File: config.mk
export PLATFORM = sky130hd
export DESIGN_NAME = plab5_mcore_mem_resp_net_serializer
export DESIGN_NICKNAME = d
export VERILOG_FILES = /design/src/rtl/plab5_mcore_mem_resp_net_serializer.sv
export SDC_FILE = /design/constraint.sdc
export NUM_CORES = 1
export LEC_CHECK = 0
export CORE_ASPECT_RATIO = 1.25
export CORE_UTILIZATION = 42
export CTS_CLUSTER_DIAMETER = 100
export DETAILED_ROUTE_END_ITERATION = 12
export PLACE_DENSITY = 0.86
export SKIP_CTS_REPAIR_TIMING = 1
export SYNTH_ARGS = -nofsm -noshare
export SYNTH_HDL_FRONTEND = slang
export SYNTH_SLANG_ARGS = --single-unit
File: constraint.sdc
create_clock -name clk -period 1.5 [get_ports clk]
set_input_delay 0.225 -clock clk [delete_from_list [all_inputs] [get_ports clk]]
set_output_delay 0.225 -clock clk [all_outputs]
set_load 0.1 [all_outputs]
File: src/rtl/plab5_mcore_mem_resp_net_serializer.sv
// Memory-response to network serializer: accepts one memory response (single
// word or full cache line) and emits it as one network flit per data word.
module plab5_mcore_mem_resp_net_serializer #(
  parameter int unsigned p_net_src           = 0,
  parameter int unsigned p_num_ports         = 4,
  parameter int unsigned p_mem_opaque_nbits  = 8,
  parameter int unsigned p_mem_data_nbits    = 32,
  parameter int unsigned p_net_opaque_nbits  = 4,
  parameter int unsigned p_net_srcdest_nbits = 3,
  parameter int unsigned p_cacheline_nwords  = 4,
  localparam int unsigned LenW  = $clog2(p_mem_data_nbits / 8),
  localparam int unsigned CtrlW = 3 + p_mem_opaque_nbits + LenW,
  localparam int unsigned PayW  = CtrlW + 2,
  localparam int unsigned NetW  = PayW + p_net_opaque_nbits + 2 * p_net_srcdest_nbits
) (
  input  logic                                         clk,
  input  logic                                         reset,
  input  logic                                         domain,
  input  logic                                         mem_resp_val,
  output logic                                         mem_resp_rdy,
  input  logic [CtrlW-1:0]                             mem_resp_control,
  input  logic [p_cacheline_nwords*p_mem_data_nbits-1:0] mem_resp_data,
  input  logic                                         mem_resp_line,
  input  logic                                         mem_resp_fail,
  output logic                                         net_msg_val,
  input  logic                                         net_msg_rdy,
  output logic [NetW-1:0]                              net_msg_control,
  output logic [p_mem_data_nbits-1:0]                  net_msg_data
);

  localparam int unsigned MO   = p_mem_opaque_nbits;
  localparam int unsigned MD   = p_mem_data_nbits;
  localparam int unsigned NO   = p_net_opaque_nbits;
  localparam int unsigned NS   = p_net_srcdest_nbits;
  localparam int unsigned NW   = p_cacheline_nwords;
  localparam int unsigned IdxW = $clog2(NW);

  // Reject configurations the flit format cannot represent
  if (NO < IdxW || NS > MO || NW < 2 || (NW & (NW - 1)) != 0 ||
      p_net_src >= p_num_ports) begin : g_bad_cfg
    $error("plab5_mcore_mem_resp_net_serializer: illegal parameter set");
  end

  typedef enum logic {ST_IDLE = 1'b0, ST_SEND = 1'b1} state_e;

  state_e           state_q, state_d;
  logic [IdxW-1:0]  idx_q;
  logic [IdxW-1:0]  last_q;
  logic [CtrlW-1:0] ctrl_q;
  logic             dom_q;
  logic             fail_q;
  logic [MD-1:0]    words_q [NW];

  logic accept;
  logic send_xfer;
  logic last_flit;

  assign accept    = (state_q == ST_IDLE) && mem_resp_val;
  assign send_xfer = (state_q == ST_SEND) && net_msg_rdy;
  assign last_flit = (idx_q == last_q);

  // State register
  always_ff @(posedge clk or negedge reset) begin
    if (!reset) state_q <= ST_IDLE;
    else        state_q <= state_d;
  end

  // Next-state logic
  always_comb begin
    state_d = state_q;
    case (state_q)
      ST_IDLE: if (mem_resp_val)           state_d = ST_SEND;
      ST_SEND: if (net_msg_rdy && last_flit) state_d = ST_IDLE;
      default:                             state_d = ST_IDLE;
    endcase
  end

  // Capture the response on accept and step the word index per sent flit
  always_ff @(posedge clk or negedge reset) begin
    if (!reset) begin
      idx_q  <= '0;
      last_q <= '0;
      ctrl_q <= '0;
      dom_q  <= 1'b0;
      fail_q <= 1'b0;
      for (int k = 0; k < int'(NW); k++) words_q[k] <= '0;
    end else if (accept) begin
      idx_q  <= '0;
      last_q <= (mem_resp_line && !mem_resp_fail) ? IdxW'(NW - 1) : '0;
      ctrl_q <= mem_resp_control;
      dom_q  <= domain;
      fail_q <= mem_resp_fail;
      for (int k = 0; k < int'(NW); k++) words_q[k] <= mem_resp_data[k*MD +: MD];
    end else if (send_xfer && !last_flit) begin
      idx_q <= idx_q + IdxW'(1);
    end
  end

  // Outputs: handshakes from state, flit fields zeroed while idle
  always_comb begin
    mem_resp_rdy    = 1'b0;
    net_msg_val     = 1'b0;
    net_msg_control = '0;
    net_msg_data    = '0;
    if (state_q == ST_IDLE) begin
      mem_resp_rdy = 1'b1;
    end else begin
      net_msg_val     = 1'b1;
      net_msg_control = {ctrl_q[LenW+MO-1 -: NS], NS'(p_net_src), NO'(idx_q),
                         dom_q, fail_q, ctrl_q};
      net_msg_data    = fail_q ? '0 : words_q[idx_q];
    end
  end

endmodule

==> flow_summary.yaml, run 1 <==
finish:
  multi_input_area_mm2: 0.003598
  drive_gt1_share_pct: 54.49
  nets: 825
  final_util_pct: 75.15
  area_growth_pct: 75.59
  fillers: 949
  stdcell_count: 903
  regArea_mm2: 0.003685
run_status:
  status: "finished, violations left"
  violations: "negative setup slack"
critical_path:
  critPathCaptureType: "output pin"
  cp_slowest_cell: "mux4_2"
  regToRegSetupSlack_ns: -0.22
  critical_path.most_common_cell: "buf_12"
  rr_worst_depth: 6
  criticalPathCategory: "reg -> out"
  critPathMaxStageDelay_ns: 0.53
  crit_path_max_fanout: 15
  startpoint_type: "register"
  cp.buffers_inverters: 2
  crit_arrival_ns: 1.90
  crit_family: "multiplexers"
  r2r-end: "words_q[102]$_DFFE_PN0P_"
  worstPathCellList: "buf_12 -> mux4_2 -> nor2b_4 -> buf_12"
  startpoint: "idx_q[0]$_DFFE_PN0P_"
  cp.required_ns: 1.27
  reg2reg_from: "state_q$_DFF_PN0_"
cts:
  cts_buffers: 17
  clk_pin_slew_worst_paths_ns: 0.06
  cts.path.max_buffers: 2
  cts_tree: "done"
  cts.sinks: 147
  clk-insertion-delay-late_ns: 0.42
  clockRootBuffer: "clkbuf_16"
  htreeDepth: 4
timing:
  post-route-period-util_pct: 141.8
  worst_slack_ns: -0.6266
  tns_ns: -45.37
  rsz0062_at_grt: "yes"
  setup_violations: 192
  layout_min_cycle_time_ns: 2.127
  hold_violations: 0
  timing.fmax_ghz: 0.4702
  finClkSkew_ns: 0.006534
  maxSlewViolCount: 0
global_routing:
  grt_pass1_vias: 5173
  grt_overflow: 0
  grt_max_degree: 45
  grt_pass1_wl_um: 27890
  grtUsageTotal_pct: 23.00
  antenna_found_initial: 1
logic_synthesis:
  syn_area_mm2: 0.006664
  yosys_most_used_dff: "dfrtp_1"
  synth_area_per_cell_um2: 15.53
  synth_area_leaders: "dfrtp_1 55%, mux2_2 15%, mux4_2 11%, mux2_1 9.0%, nor2b_1 3.2%"
  yosysWarnings: 0
  synthArstFlopShare_pct: 100.0
  synth_edf_count: 0
  synth_common_cells: "147 x dfrtp_1, 90 x mux2_2, 53 x mux2_1"
  ys_ff_latch: 147
  synth_top_area_share_pct: 55.20
  synthesis.instances: 429
  synth_most_common_cell: "dfrtp_1"
  ys_types: 25
  yosysTopAreaCell: "dfrtp_1"
  ys_seq_area_share_pct: 55.20
placement:
  dpl.hpwl_um: 12930
  dp_cells: 847
  numPortBuffers: 201
  gp_congestion: 0.7908
  preCtsSetupSlack_ns: -0.2833
min_path:
  hold_class: "in -> async"
die:
  chipHeight_um: 142.8
  dieArea_mm2: 0.01638
  core_mm2: 0.01557
  initial_core_util_pct: 42.80
  die_w_um: 114.7
  rows: 51
  pin_count: 207
drt:
  totalWireLength_um: 18880
  dr.pass1.iters: 4
  ant_nets: 0
  drt_iter0_drc: 172
  drt-wirelength-per-cell_um: 20.91
  viasPerCell: 5.096
  num_vias: 4602
  drc: 0
job:
  drv_cap: 0
through the flow:
step                area (um^2)  hold WS [ns]
global route              11700        0.2722
CTS                       11160       -0.3319
finish                    11700        0.2465
floorplan                  7735      -0.07059
global placement          10610        0.1165
detailed placement        10610        0.1255
cells by family after synthesis:
| family | synth area share, % |
|---|---|
| mux | 34.98 |
| flops | 55.20 |
| simple gates | 5.426 |
| buf+inv | 3.549 |
| compound gates | 0.7886 |
| other cells | 0.05627 |
metal layers:
layer	wire, um	GRT usage, %	share of wire (%)	vias up
met5	0	0	0	-
met4	463	9.433	2.5	0
met3	777	5.051	4.1	31
met2	10120	39.46	54	148
met1	7518	28.02	40	2397
li1	-	-	-	2026
worst max-delay path by stage:
stage | cells after the start | to
floorplan | 3 | net_msg_data[10]
global placement | 5 | words_q[116]$_DFFE_PN0P_
detailed placement | 5 | words_q[113]$_DFFE_PN0P_
CTS | 4 | net_msg_data[27]
global route | 4 | net_msg_data[24]
finish | 4 | net_msg_data[27]
final cells by class:
class	count	area share (%)
repair buffers	262	30.67
clock buffers	21	4.021
flip-flops and latches	147	31.49
well taps	212	2.267
diodes	1	0.02139
inverters	2	0.09624
clock inverters	11	0.6843
multi-input cells	247	30.75
placed cells by master (no fill, tap or decap), drive strengths merged:
| master | n |
|---|---|
| a21o | 1 |
| or3 | 1 |
| diode | 1 |
| a22o | 1 |
| mux2 | 143 |
| clkdlybuf4s50 | 146 |
| a31oi | 2 |
| nor2b | 34 |
| dfrtp | 147 |
| and2 | 17 |
| mux4 | 32 |
| o21ai | 3 |
| nand2 | 2 |
| conb | 5 |
| a41oi | 1 |
| clkbuf | 33 |
| nand3b | 1 |
| nor2 | 1 |
| inv | 3 |
| nand2b | 2 |
| clkinv | 2 |
| nand3 | 1 |
| dlygate4sd3 | 1 |
| buf | 103 |
| clkinvlp | 8 |
state kept, by name, indices dropped and copies added, names as in the netlist:
signal   count
fail_q       1
last_q       1
words_q    128
state_q      1
idx_q        2
ctrl_q      13
dom_q        1
Power of run 1 is left out: the tool's default activity adds up to more than one toggle a clock period on the data nets, which glitch-free logic cannot reach.
==> run 2, diff against run 1 <==
CORE_MARGIN = 2   (was unset)
HOLD_SLACK_MARGIN = 0.03   (was unset)
==> run 2 against run 1 <==
  * The flow still finishes with violations (negative setup slack)
  * Flip-flop and latch count unchanged
  * Die area up 3.2%
  * Highest routed layer unchanged
  * Cell count down 0.33%
  * Worst setup slack better by 0.00067 ns
  * Utilization up 0.12 points
  * Critical path type unchanged
  * Worst hold slack better by 0.057 ns
  * Non-clock buffer count down 2
  * Clock skew down 0.00075 ns
  * Routed wire length up 1.9%
  * Register-to-register slack worse by 0.08 ns
  * Via count up 0.78%
==> flow_summary.yaml, run 2 (same netlist as run 1, synthesis figures left out) <==
cts:
  clockRootBuffer: "clkbuf_16"
  clk-insertion-delay-late_ns: 0.42
  htreeDepth: 4
  cts.sinks: 147
  cts_tree: "done"
  clk_pin_slew_worst_paths_ns: 0.06
  cts.path.max_buffers: 2
  cts_buffers: 17
timing:
  timing.fmax_ghz: 0.4704
  maxSlewViolCount: 0
  layout_min_cycle_time_ns: 2.126
  worst_slack_ns: -0.6259
  finClkSkew_ns: 0.005786
  hold_violations: 0
  post-route-period-util_pct: 141.7
  rsz0062_at_grt: "yes"
  setup_violations: 197
placement:
  numPortBuffers: 201
  preCtsSetupSlack_ns: -0.2640
  gp_congestion: 0.8097
  dpl.hpwl_um: 12840
die:
  die_w_um: 116.7
  core_mm2: 0.01557
  dieArea_mm2: 0.01690
  pin_count: 207
  chipHeight_um: 144.8
  rows: 51
  initial_core_util_pct: 42.80
critical_path:
  critPathMaxStageDelay_ns: 0.53
  critPathCaptureType: "output pin"
  crit_arrival_ns: 1.90
  critical_path.most_common_cell: "buf_12"
  rr_worst_depth: 6
  worstPathCellList: "buf_12 -> mux4_2 -> nor2b_4 -> buf_12"
  cp_slowest_cell: "mux4_2"
  criticalPathCategory: "reg -> out"
  startpoint_type: "register"
  cp.required_ns: 1.27
  crit_path_max_fanout: 16
finish:
  nets: 823
  layout_commonest_cell: "clkdlybuf4s50_1"
  largestRegisters: "words_q x128, ctrl_q x13, idx_q x2"
  top_register: "words_q"
  fillers: 934
  largest_register_ffs: 128
  layout_common_cells: "146 x clkdlybuf4s50_1, 144 x dfrtp_1, 143 x mux2_4"
  n_antenna_cell: 0
  area_growth_pct: 75.87
  drive_gt1_share_pct: 54.51
drt:
  totalWireLength_um: 19230
  ant_nets: 0
  drt-wirelength-per-cell_um: 21.37
  num_vias: 4638
  dr.pass1.iters: 4
  viasPerCell: 5.153
  drt_iter0_drc: 252
  drc: 0
run_status:
  violations: "negative setup slack"
  status: "finished, violations left"
job:
  drv_cap: 0
global_routing:
  grt_pass1_wl_um: 27410
  grt_max_degree: 40
  grt_pass1_vias: 5035
  grt_overflow: 0
  antenna_found_initial: 0
  grtUsageTotal_pct: 21.75
min_path:
  hold_class: "in -> async"
run 2: changes by cell type in the layout (fill, tap and decap cells not counted), sizes merged:
| cell | delta |
|---|---|
| bufinv | +3 |
| clkinvlp | -3 |
| clkinv | +3 |
| buf | +1 |
| clkbuf | -6 |
| diode | -1 |
run 2: stage by stage:
| step | instances | utilization (%) | hold slack [ns] | area (um^2) | setup TNS, ns |
|---|---|---|---|---|---|
| floorplan | 433 | - | -0.07059 | 7735 | -30.33 |
| global placement | 844 | 67.90 | 0.1574 | 10570 | -34.02 |
| detailed placement | 844 | 67.90 | 0.1633 | 10570 | -38.05 |
| CTS | 876 | 71.87 | -0.2857 | 11190 | -27.10 |
| global route | 900 | 75.27 | 0.3431 | 11720 | -61.36 |
| finish | 900 | 75.27 | 0.3037 | 11720 | -54.24 |
run 2: path summary, 6_finish.rpt:
check | from | to | slack, ns
worst max register to register | state_q$_DFF_PN0_ | words_q[66]$_DFFE_PN0P_ | -0.30
worst min-delay path | reset | words_q[125]$_DFFE_PN0P_ | 0.30
min in group clk | mem_resp_data[19] | words_q[115]$_DFFE_PN0P_ | 0.42
worst max-delay path | idx_q[0]$_DFFE_PN0P_ | net_msg_data[28] | -0.63
worst min register to register | words_q[44]$_DFFE_PN0P_ | words_q[44]$_DFFE_PN0P_ | 0.50
max in group asynchronous | reset | words_q[66]$_DFFE_PN0P_ | 0.65
run 2: area by class of cell:
class	instances	area, um^2	share of cell area [%]
Inverter	2	20.02	0.1708
Sequential cell	147	3685	31.44
Clock inverter	14	180.2	1.537
Clock buffer	18	439.2	3.747
Multi-Input combinational cell	247	3598	30.70
Tap cell	212	265.3	2.263
Timing Repair Buffer	260	3532	30.14
run 2: critical path: cells and delay by family, from the launching register on:
kind          cells  cell delay (ns)
mux               1             0.53
flops             1             0.43
buf+inv           2             0.36
simple gates      1             0.15
run 2: per-layer routing:
layer	up-vias	global-route usage (%)	share of wire, %
met3	41	3.790	4.5
met5	-	0	0
li1	2022	-	-
met4	0	9.721	3.1
met1	2404	27.31	40
met2	171	36.84	53
Power of run 2 is left out for the same reason.
==> run 3, diff against run 2 <==
SLEW_MARGIN = 25   (was unset)
==> results of run 3 <==
Final layout, timing and power as in run 2 (identical DEF).
Power of run 3 is left out for the same reason.
